--- src/rtl/mem_stage.sv ---
// Y86-64 memory stage: M pipeline register plus a request/ack data-memory
// bus master with address check, bus-error and timeout reporting.
module mem_stage #(
  parameter logic [63:0] MEM_LIMIT = 64'h0000_0000_0000_2000,
  parameter int unsigned TIMEOUT   = 16
) (
  input  logic        clk_i,
  input  logic        rst_i,
  input  logic [3:0]  E_icode_i,
  input  logic [2:0]  E_stat_i,
  input  logic        e_Cnd_i,
  input  logic [63:0] e_valE_i,
  input  logic [63:0] E_valA_i,
  input  logic [3:0]  e_dstE_i,
  input  logic [3:0]  e_dstM_i,
  input  logic        M_bubble_i,
  output logic [3:0]  M_icode_o,
  output logic [2:0]  M_stat_o,
  output logic        M_Cnd_o,
  output logic [63:0] M_valE_o,
  output logic [63:0] M_valA_o,
  output logic [3:0]  M_dstE_o,
  output logic [3:0]  M_dstM_o,
  output logic [63:0] m_valM_o,
  output logic [2:0]  m_stat_o,
  output logic        m_stall_o,
  output logic        dmem_req_o,
  output logic        dmem_we_o,
  output logic [63:0] dmem_addr_o,
  output logic [63:0] dmem_wdata_o,
  input  logic        dmem_ack_i,
  input  logic        dmem_err_i,
  input  logic [63:0] dmem_rdata_i
);

  localparam logic [3:0] IRMMOVQ = 4'h4;
  localparam logic [3:0] IMRMOVQ = 4'h5;
  localparam logic [3:0] ICALL   = 4'h8;
  localparam logic [3:0] IRET    = 4'h9;
  localparam logic [3:0] IPUSHQ  = 4'hA;
  localparam logic [3:0] IPOPQ   = 4'hB;
  localparam logic [3:0] INOP    = 4'h1;
  localparam logic [3:0] RNONE   = 4'hF;
  localparam logic [2:0] SAOK    = 3'd1;
  localparam logic [2:0] SADR    = 3'd3;

  localparam logic [1:0] S_IDLE   = 2'd0;
  localparam logic [1:0] S_ACCESS = 2'd1;
  localparam logic [1:0] S_DONE   = 2'd2;

  localparam int unsigned CNT_W   = 8;
  localparam logic [CNT_W-1:0] CNT_LAST = CNT_W'(TIMEOUT - 1);

  // Pipeline register and stage state
  logic [3:0]       icode_q, icode_d;
  logic [2:0]       stat_q, stat_d;
  logic             cnd_q, cnd_d;
  logic [63:0]      vale_q, vale_d;
  logic [63:0]      vala_q, vala_d;
  logic [3:0]       dste_q, dste_d;
  logic [3:0]       dstm_q, dstm_d;
  logic [1:0]       state_q, state_d;
  logic [CNT_W-1:0] cnt_q, cnt_d;
  logic             err_q, err_d;
  logic [63:0]      valm_q, valm_d;
  logic [2:0]       mstat_q, mstat_d;
  logic             req_q, req_d;
  logic             we_q, we_d;
  logic             is_rd_q, is_rd_d;
  logic [63:0]      addr_q, addr_d;

  // Incoming instruction (execute results or bubble)
  logic [3:0]  in_icode;
  logic [2:0]  in_stat;
  logic        in_cnd;
  logic [63:0] in_vale;
  logic [63:0] in_vala;
  logic [3:0]  in_dste;
  logic [3:0]  in_dstm;
  logic        in_rd;
  logic        in_wr;
  logic        in_mem;
  logic [63:0] in_addr;
  logic        in_bad;
  logic        in_go;

  always_comb begin
    in_icode = E_icode_i;
    in_stat  = E_stat_i;
    in_cnd   = e_Cnd_i;
    in_vale  = e_valE_i;
    in_vala  = E_valA_i;
    in_dste  = e_dstE_i;
    in_dstm  = e_dstM_i;
    if (M_bubble_i) begin
      in_icode = INOP;
      in_stat  = SAOK;
      in_cnd   = 1'b0;
      in_vale  = 64'd0;
      in_vala  = 64'd0;
      in_dste  = RNONE;
      in_dstm  = RNONE;
    end
    in_rd   = (in_icode == IMRMOVQ) || (in_icode == IPOPQ) || (in_icode == IRET);
    in_wr   = (in_icode == IRMMOVQ) || (in_icode == IPUSHQ) || (in_icode == ICALL);
    in_mem  = in_rd || in_wr;
    in_addr = ((in_icode == IPOPQ) || (in_icode == IRET)) ? in_vala : in_vale;
    in_bad  = in_mem && (in_stat == SAOK) && (in_addr >= MEM_LIMIT);
    in_go   = in_mem && (in_stat == SAOK) && !in_bad;
  end

  // Next-state: hold in ACCESS until ack/err/timeout, otherwise load M
  always_comb begin
    icode_d = icode_q;
    stat_d  = stat_q;
    cnd_d   = cnd_q;
    vale_d  = vale_q;
    vala_d  = vala_q;
    dste_d  = dste_q;
    dstm_d  = dstm_q;
    state_d = state_q;
    cnt_d   = cnt_q;
    err_d   = err_q;
    valm_d  = valm_q;
    mstat_d = mstat_q;
    req_d   = req_q;
    we_d    = we_q;
    is_rd_d = is_rd_q;
    addr_d  = addr_q;

    if (state_q == S_ACCESS) begin
      if (dmem_err_i) begin
        state_d = S_DONE;
        err_d   = 1'b1;
        mstat_d = SADR;
        req_d   = 1'b0;
        we_d    = 1'b0;
      end else if (dmem_ack_i) begin
        state_d = S_DONE;
        req_d   = 1'b0;
        we_d    = 1'b0;
        if (is_rd_q) begin
          valm_d = dmem_rdata_i;
        end
      end else if (cnt_q == CNT_LAST) begin
        state_d = S_DONE;
        err_d   = 1'b1;
        mstat_d = SADR;
        req_d   = 1'b0;
        we_d    = 1'b0;
      end else begin
        cnt_d = cnt_q + CNT_W'(1);
      end
    end else begin
      icode_d = in_icode;
      stat_d  = in_stat;
      cnd_d   = in_cnd;
      vale_d  = in_vale;
      vala_d  = in_vala;
      dste_d  = in_dste;
      dstm_d  = in_dstm;
      state_d = in_go ? S_ACCESS : S_IDLE;
      cnt_d   = '0;
      err_d   = 1'b0;
      valm_d  = 64'd0;
      mstat_d = in_bad ? SADR : in_stat;
      req_d   = in_go;
      we_d    = in_go && in_wr;
      is_rd_d = in_rd;
      addr_d  = in_addr;
    end
  end

  always_ff @(posedge clk_i or posedge rst_i) begin
    if (rst_i) begin
      icode_q <= INOP;
      stat_q  <= SAOK;
      cnd_q   <= 1'b0;
      vale_q  <= 64'd0;
      vala_q  <= 64'd0;
      dste_q  <= RNONE;
      dstm_q  <= RNONE;
      state_q <= S_IDLE;
      cnt_q   <= '0;
      err_q   <= 1'b0;
      valm_q  <= 64'd0;
      mstat_q <= SAOK;
      req_q   <= 1'b0;
      we_q    <= 1'b0;
      is_rd_q <= 1'b0;
      addr_q  <= 64'd0;
    end else begin
      icode_q <= icode_d;
      stat_q  <= stat_d;
      cnd_q   <= cnd_d;
      vale_q  <= vale_d;
      vala_q  <= vala_d;
      dste_q  <= dste_d;
      dstm_q  <= dstm_d;
      state_q <= state_d;
      cnt_q   <= cnt_d;
      err_q   <= err_d;
      valm_q  <= valm_d;
      mstat_q <= mstat_d;
      req_q   <= req_d;
      we_q    <= we_d;
      is_rd_q <= is_rd_d;
      addr_q  <= addr_d;
    end
  end

  assign M_icode_o    = icode_q;
  assign M_stat_o     = stat_q;
  assign M_Cnd_o      = cnd_q;
  assign M_valE_o     = vale_q;
  assign M_valA_o     = vala_q;
  assign M_dstE_o     = dste_q;
  assign M_dstM_o     = dstm_q;
  assign m_valM_o     = valm_q;
  assign m_stat_o     = mstat_q;
  // req_q is set exactly while the FSM sits in ACCESS
  assign m_stall_o    = req_q;
  assign dmem_req_o   = req_q;
  assign dmem_we_o    = we_q;
  assign dmem_addr_o  = addr_q;
  assign dmem_wdata_o = vala_q;

endmodule

--- config.mk ---
export PLATFORM = sky130hd
export DESIGN_NAME = mem_stage
export DESIGN_NICKNAME = d
export VERILOG_FILES = /design/src/rtl/mem_stage.sv
export SDC_FILE = /design/constraint.sdc
export NUM_CORES = 1
export LEC_CHECK = 0
export BUFFER_PORTS_ARGS = -buffer_cell sky130_fd_sc_hd__buf_2
export CAP_MARGIN = 25
export CELL_PAD_IN_SITES_DETAIL_PLACEMENT = 2
export CELL_PAD_IN_SITES_GLOBAL_PLACEMENT = 2
export CORE_UTILIZATION = 28
export CTS_BUF_LIST = sky130_fd_sc_hd__clkbuf_4 sky130_fd_sc_hd__clkbuf_8
export DETAILED_ROUTE_END_ITERATION = 8
export PLACE_DENSITY_LB_ADDON = 0.1
export SETUP_SLACK_MARGIN = 0.1
export SLEW_MARGIN = 10
export SYNTH_ARGS = -nofsm -noshare
export SYNTH_HDL_FRONTEND = slang
export SYNTH_SLANG_ARGS = --single-unit
--- constraint.sdc ---
create_clock -name clk_i -period 9.02 [get_ports clk_i]
set_input_delay 0 -clock clk_i [delete_from_list [all_inputs] [get_ports clk_i]]
set_output_delay 0 -clock clk_i [all_outputs]
set_load 0.02 [all_outputs]
==> metrics.cfg, run 1 <==
[run_status]
status = finished clean

[global_route]
grt_max_degree = 110
overflow = 0
grt_pass1_vias = 14800
antenna_found_initial = 1
grt_pass1_wl_um = 94300
grt_usage_pct = 26.5

[timing]
worst_pin_slew_ns = 1.09
fin_skew_ns = 0.0177
min_period_ns = 2.75
finalCritPeriodShare_pct = 30.4
slew-limit-headroom_pct = 27.5
final-setup-viol-count = 0
fin_ws_ns = 6.27
rsz0062_at_grt = false
max_freq_mhz = 364
hold_violations = 0
fin_setup_tns_ns = 0
finalMaxSlewViolations = 0

[route]
drc = 0
routedWlPerCell_um = 23.0
drtAntennaViolNets = 0
vias = 13100
dr.first_iter.drc_count = 622
dr.pass1.iters = 5
vias_per_cell = 4.81
totalWireLength_um = 62700

[synth]
synth_seq_cells = 287
synthesis.area_mm2 = 0.0128
syn_area_per_cell_um2 = 9.43
synth-xor-area-share_pct = 0.478
muxShareOfSynthArea_pct = 5.07
ys_top_cells_by_area = dfrtp_1 (54%), nand2_1 (14%), nand3b_1 (7.8%)
synth.top_cell.area_share_pct = 53.8
yosysWarnings = 0
synth.net_count = 1575
synthSimpleGateAreaFrac_pct = 24.9
synth-compound-area-share_pct = 6.50
ys_seq_area_share_pct = 56.1
synthAdderAreaFrac_pct = 0.0975
synth_top_family_by_area = simple AND/OR/NAND/NOR gates
synth_cells = 1361
synth_cell_types = 40
yosys.area.top_type = dfrtp_1

[die]
coreArea_mm2 = 0.0453
pin_count = 555
die-area_mm2 = 0.0467
rows = 78
dieWidth_um = 216
die_h_um = 216
initial_core_util_pct = 28.3

[clock_tree]
cts_made_buffers = 56
cts_setup_buffers = 0
htree_num_levels = 2
clk_pin_slew_ns = 0.06
clkLatencyLatePin_ns = 0.64
cts.root.buffer_cell = clkbuf_8
cts.path.max_buffers = 3
clock_sinks = 287
tritoncts = done

[critical_path]
start_kind = flop
path_max_fanout = 67
crit_chain = nand2b_4, buf_4, buf_4, nand3b_1, nand2_1
worstSetupPathType = flop to flop
cp.arrival_ns = 3.31
crit_slowest_cell = buf_4
required_ns = 9.58
crit_top_cell = buf_4
cpLargestDelayFamily = buffers and inverters
endpoint_kind = flop
path_buf_inv = 2
cp_slowest_stage_delay_ns = 0.74

[place]
gp_congestion = 0.784
dpl.hpwl_um = 40900
place_ws_ns = 6.31
port_buffers = 554
dpl.cell_count = 2371

[final_layout]
areaGrowthSynthToFinish_pct = 51.6
final_common_cell = buf_2
drive_above_1_share_pct = 32.7
layout_common_cells = buf_2 (553), nand2_1 (481), dfrtp_1 (276)
fin_cells = 2725
fin_nets = 2291

[power_and_ir_drop]
p_per_area_mw_per_mm2 = 172
p_leak_uw = 0.00984
irDropWorstVdd_uv = 106

[worst_hold_path]
hold_path.class = primary input to async pin

[run]
max_cap_viol_count = 0

## path summary, 6_finish.rpt
| check | slack [ns] | cells past startpoint | to | start |
|---|---|---|---|---|
| worst max-delay path | 6.27 | 5 | M_valE_o[51]$_DFFE_PP0N_ | state_q[1]$_DFFE_PP0P_ |
| worst min-delay path | 0.02 | 3 | m_valM_o[17]$_DFFE_PP0P_ | rst_i |
| worst max register to register | 6.27 | 5 | M_valE_o[51]$_DFFE_PP0N_ | state_q[1]$_DFFE_PP0P_ |
| worst min register to register | 0.46 | 2 | M_dstE_o[1]$_DFFE_PP1N_ | M_dstE_o[1]$_DFFE_PP1N_ |
| max in group asynchronous | 6.92 | 5 | dmem_addr_o[50]$_DFFE_PP0N_ | rst_i |
| min in group clk_i | 0.15 | 4 | m_valM_o[23]$_DFFE_PP0P_ | dmem_rdata_i[23] |
## sequential cells by signal, indices dropped and copies added (netlist names)
register / cells
M_valA_o: 64
M_valE_o: 64
dmem_addr_o: 64
m_valM_o: 64
cnt_q: 8
M_dstE_o: 4
M_dstM_o: 4
M_icode_o: 4
M_stat_o: 3
m_stat_o: 3
state_q: 2
M_Cnd_o: 1
dmem_we_o: 1
is_rd_q: 1
## worst min-delay path, stage by stage
cell,delay (ns)
dlygate4sd3_1,0.53
buf_2,0.15
inv_8,0.47
## routing by layer
metal  GRT usage (%)  share of wire (%)  wire (um)  vias up
met1            31.9                 41      25700     6660
met4            9.88                3.3       2090        0
met3            6.05                5.9       3670      107
li1                -                  -          -     5888
met2            45.8                 50      31200      452
met5               0                  0          0        -
## kinds of logic (layout without fill, tap and decap cells)
family	Yosys count	count (layout)
other cells	0	2
simple gates	682	682
compound gates	156	156
buf+inv	163	925
flops	287	287
xor+xnor	7	7
mux	65	65
fa+ha+maj	1	1
## layout make-up
cell class / instances / area [um^2]
Multi-Input combinational cell: 911 / 4790
Inverter: 4 / 22.5
Fill cell: 4996 / 25800
Clock inverter: 2 / 10.0
Sequential cell: 287 / 7200
Tap cell: 600 / 751
Timing Repair Buffer: 817 / 5400
Antenna cell: 2 / 5.00
Clock buffer: 102 / 1270
## synth_stat cells (all sizes together)
cell,instances
a21oi,65
a311o,1
and3,3
and3b,1
buf,81
clkbuf,78
dfrtp,276
dfstp,11
ha,1
inv,4
mux2i,65
nand2,481
nand2b,3
nand3,6
nand3b,133
nand4,9
nor2,12
nor2b,2
nor3,5
nor3b,1
nor4,20
o211ai,1
o21a,1
o21ai,76
o21bai,2
o22a,4
o22ai,2
o31a,1
o31ai,1
o41ai,2
or2,1
or4,4
or4b,1
xnor2,1
xor2,6
## stage by stage
stage	instance area, um^2	power [uW]	util [%]	hold WS [ns]
6_report	19500	3340	43.0	0.0201
5_1_grt	19400	3480	42.9	0.114
4_1_cts	19400	3380	42.9	0.0564
3_3_place_gp	15600	1780	34.5	0.210
3_5_place_dp	15700	1790	34.6	0.215
2_1_floorplan	12800	1600	-	0.128
## power by group
part	leakage [uW]	switching (uW)	internal (uW)	total [uW]
logic	0.00539	283	196	479
clock network	0.000687	615	874	1490
registers	0.00376	34.4	1340	1380
total	0.00984	932	2410	3340
## repair_timing
item | 4_1_cts | 5_1_grt
resized for setup | 0 | 0
hold buffers | 247 | 0
hold endpoints to repair | 387 | 0
Power figures use the tool's default switching activity.
==> run 2: changes to the inputs <==
- ABC_AREA: not set -> 1
- CORE_UTILIZATION: 28 -> 24
- clock period: 9.02 -> 2.3 ns (I/O delays scaled with it)
==> run 2 against run 1 <==
Sequential power rose to 3.9 times the previous value. Maximum frequency up 27%. Utilization down 6.5 points. First-iteration DRC count is 16% lower. Largest power group is now registers. Flip-flop and latch count unchanged.
==> metrics.cfg, run 2 <==
[synth]
synth_common_cells = nand2_1 (544), dfrtp_1 (276), nand3_1 (172)  ; was nand2_1 (481), dfrtp_1 (276), nand3b_1 (133)
ys_seq_area_share_pct = 55.5  ; was 56.1%
ys_top_cells_by_area = dfrtp_1 (53%), nand2_1 (16%), nand3_1 (6.6%)  ; was dfrtp_1 (54%), nand2_1 (14%), nand3b_1 (7.8%)
synth_cell_types = 33  ; was 40
synth_cells = 1568  ; was 1361
yosysWarnings = 0  ; unchanged
ys_async_sr_fraction_pct = 100  ; unchanged
yosys_most_used_dff = dfrtp_1  ; unchanged
yosys.area.top_type = dfrtp_1  ; unchanged
synth_edf_count = 0  ; unchanged
synth_seq_cells = 287  ; unchanged
synthesis.area_mm2 = 0.0130  ; was 0.0128 mm^2
synth.top_cell.area_share_pct = 53.3  ; was 53.8%
syn_area_per_cell_um2 = 8.27  ; was 9.43 um^2
synth.net_count = 1782  ; was 1575
synth_most_common_cell = nand2_1  ; unchanged

[critical_path]
cp.arrival_ns = 2.67  ; was 3.31 ns
worstSetupPathType = flop to flop  ; unchanged
crit_chain = inv_1, nor2_4, buf_4, o211ai_1, dlygate4sd3_1, nor2_1, a21oi_1  ; was nand2b_4, buf_4, buf_4, nand3b_1, nand2_1
path_max_fanout = 9  ; was 67
path_buf_inv = 3  ; was 2
required_ns = 2.80  ; was 9.58 ns
cpLargestDelayFamily = buffers and inverters  ; unchanged
crit_slowest_cell = dlygate4sd3_1  ; was buf_4
cp_slowest_stage_delay_ns = 0.62  ; was 0.74 ns
endpoint_kind = flop  ; unchanged
start_kind = flop  ; unchanged

[timing]
fin_skew_ns = 0.0193  ; was 0.0177 ns
holdWs_ns = 0.139  ; was 0.0201 ns
finalCritPeriodShare_pct = 94.2  ; was 30.4%
finalMaxSlewViolations = 0  ; unchanged
fin_setup_tns_ns = 0  ; unchanged
hold_violations = 0  ; unchanged
min_period_ns = 2.17  ; was 2.75 ns
worst_pin_slew_ns = 0.819  ; was 1.09 ns
max_freq_mhz = 462  ; was 364 MHz
slew-limit-headroom_pct = 45.4  ; was 27.5%
final-setup-viol-count = 0  ; unchanged
rsz0062_at_grt = true  ; was false

[place]
port_buffers = 554  ; unchanged
dpl.cell_count = 2665  ; was 2371
gp_congestion = 0.764  ; was 0.784
dpl.hpwl_um = 40800  ; was 40900 um
placed_area_mm2 = 0.0159  ; was 0.0157 mm^2

[global_route]
grt_max_degree = 130  ; was 110
grt_pass1_wl_um = 87900  ; was 94300 um
grt_pass1_vias = 14800  ; about the same
overflow = 0  ; unchanged
antenna_found_initial = 3  ; was 1
grt_usage_pct = 21.0  ; was 26.5%

[final_layout]
layout_common_cells = buf_2 (554), nand2_1 (543), dfrtp_1 (276)  ; was buf_2 (553), nand2_1 (481), dfrtp_1 (276)
final_common_cell = buf_2  ; unchanged
fin_cells = 2987  ; was 2725
drive_above_1_share_pct = 30.3  ; was 32.7%
fin_nets = 2475  ; was 2291
fin_area_mm2 = 0.0193  ; was 0.0195 mm^2
areaGrowthSynthToFinish_pct = 49.0  ; was 51.6%
final_util_pct = 36.5  ; was 43.0%

[die]
dieWidth_um = 234  ; was 216 um
pin_count = 555  ; unchanged
die_h_um = 234  ; was 216 um
coreArea_mm2 = 0.0530  ; was 0.0453 mm^2
rows = 84  ; was 78
initial_core_util_pct = 24.5  ; was 28.3%
die-area_mm2 = 0.0550  ; was 0.0467 mm^2

[route]
totalWireLength_um = 59300  ; was 62700 um
drc = 0  ; unchanged
drtAntennaViolNets = 0  ; unchanged
vias = 13400  ; was 13100
routedWlPerCell_um = 19.9  ; was 23.0 um
vias_per_cell = 4.48  ; was 4.81
dr.first_iter.drc_count = 520  ; was 622
dr.pass1.iters = 4  ; was 5

[clock_tree]
clk_pin_slew_ns = 0.06  ; about the same
cts.root.buffer_cell = clkbuf_8  ; unchanged
cts.path.max_buffers = 3  ; unchanged
clock_sinks = 287  ; unchanged
cts_made_buffers = 54  ; was 56
tritoncts = done  ; unchanged
clkLatencyLatePin_ns = 0.64  ; about the same
htree_num_levels = 2  ; unchanged

[power_and_ir_drop]
irDropWorstVdd_uv = 367  ; was 106 uV
p_leak_uw = 0.0104  ; was 0.00984 uW
p_per_area_mw_per_mm2 = 646  ; was 172 mW/mm^2

[run]
max_cap_viol_count = 0  ; unchanged

[run_status]
status = finished clean  ; unchanged

[worst_hold_path]
hold_path.class = primary input to flop  ; was primary input to async pin

==> run 2: cell count changes after synthesis, sizes merged, moves of 19 or more <==
cell / change
nand3b: -133
buf: +37
nand2: +64
inv: +56
nor2: +89
nand3: +166
a21oi: -64
clkbuf: -25
mux2i: -65
nor4: -19
o21ai: +120
==> run 2: power by group <==
part | switching, uW | internal [uW] | total (uW) | leakage [uW]
clock | 2290 | 2950 | 5230 | 0.000590
combinational | 1110 | 726 | 1830 | 0.00610
sequential | 155 | 5270 | 5430 | 0.00375
total | 3550 | 8940 | 12500 | 0.0104
==> run 2: logic make-up after synthesis <==
| kind of cell | count (synthesis) | synth area share, % |
|---|---|---|
| xor gates and xnor gates | 3 | 0.203 |
| AOI/OAI and AO/OA | 215 | 8.52 |
| adders and majority gates | 1 | 0.0965 |
| buffers and inverters | 232 | 9.60 |
| DFF | 287 | 55.5 |
| and+or+nand+nor | 830 | 26.1 |
==> run 2: area by class of cell <==
| cell class | instances | area (um^2) |
|---|---|---|
| Clock buffer | 91 | 1100 |
| Inverter | 61 | 238 |
| Fill cell | 6098 | 33600 |
| Multi-Input combinational cell | 1049 | 4540 |
| Antenna cell | 3 | 7.51 |
| Sequential cell | 287 | 7200 |
| Tap cell | 688 | 861 |
| Timing Repair Buffer | 808 | 5380 |
==> run 2: worst paths after layout <==
| check | slack (ns) | end | from | cells after the start |
|---|---|---|---|---|
| worst max register to register | 0.13 | m_stat_o[1]$_DFFE_PP0P_ | state_q[0]$_DFFE_PP0P_ | 7 |
| worst min-delay path | 0.14 | m_valM_o[35]$_DFFE_PP0P_ | dmem_rdata_i[35] | 4 |
| worst max-delay path | 0.13 | m_stat_o[1]$_DFFE_PP0P_ | state_q[0]$_DFFE_PP0P_ | 7 |
| max in group asynchronous | 1.48 | M_valE_o[28]$_DFFE_PP0N_ | rst_i | 4 |
| worst min register to register | 0.48 | dmem_we_o$_DFFE_PP0P_ | dmem_we_o$_DFFE_PP0P_ | 2 |
| min in group asynchronous | 0.16 | cnt_q[6]$_DFFE_PP0P_ | rst_i | 4 |
==> run 2: worst min-delay path, delay by kind of cell <==
family,cells,cell delay [ns]
buffers and inverters,2,0.60
AND/OR/NAND/NOR,2,0.13
==> run 2: what timing repair did <==
action,4_1_cts,5_1_grt
endpoints found under the setup margin,0,11
gates resized for setup,0,2
hold endpoints to repair,560,0
hold buffers,226,0
setup buffers,0,2
==> run 2: stage by stage <==
stage          power [uW]  worst slack, ns
3_3_place_gp         7020            0.266
2_1_floorplan        6330            -1.50
5_1_grt             13100           0.0310
6_report            12500            0.134
3_5_place_dp         7050            0.215
4_1_cts             12700            0.117
==> run 2: per-layer routing <==
layer / track usage (%) / share of wire, % / routed length (um)
met1: 25.3 / 42 / 24900
met2: 36.0 / 49 / 29200
met3: 5.34 / 5.9 / 3490
met4: 7.76 / 3.0 / 1770
met5: 0 / 0 / 0
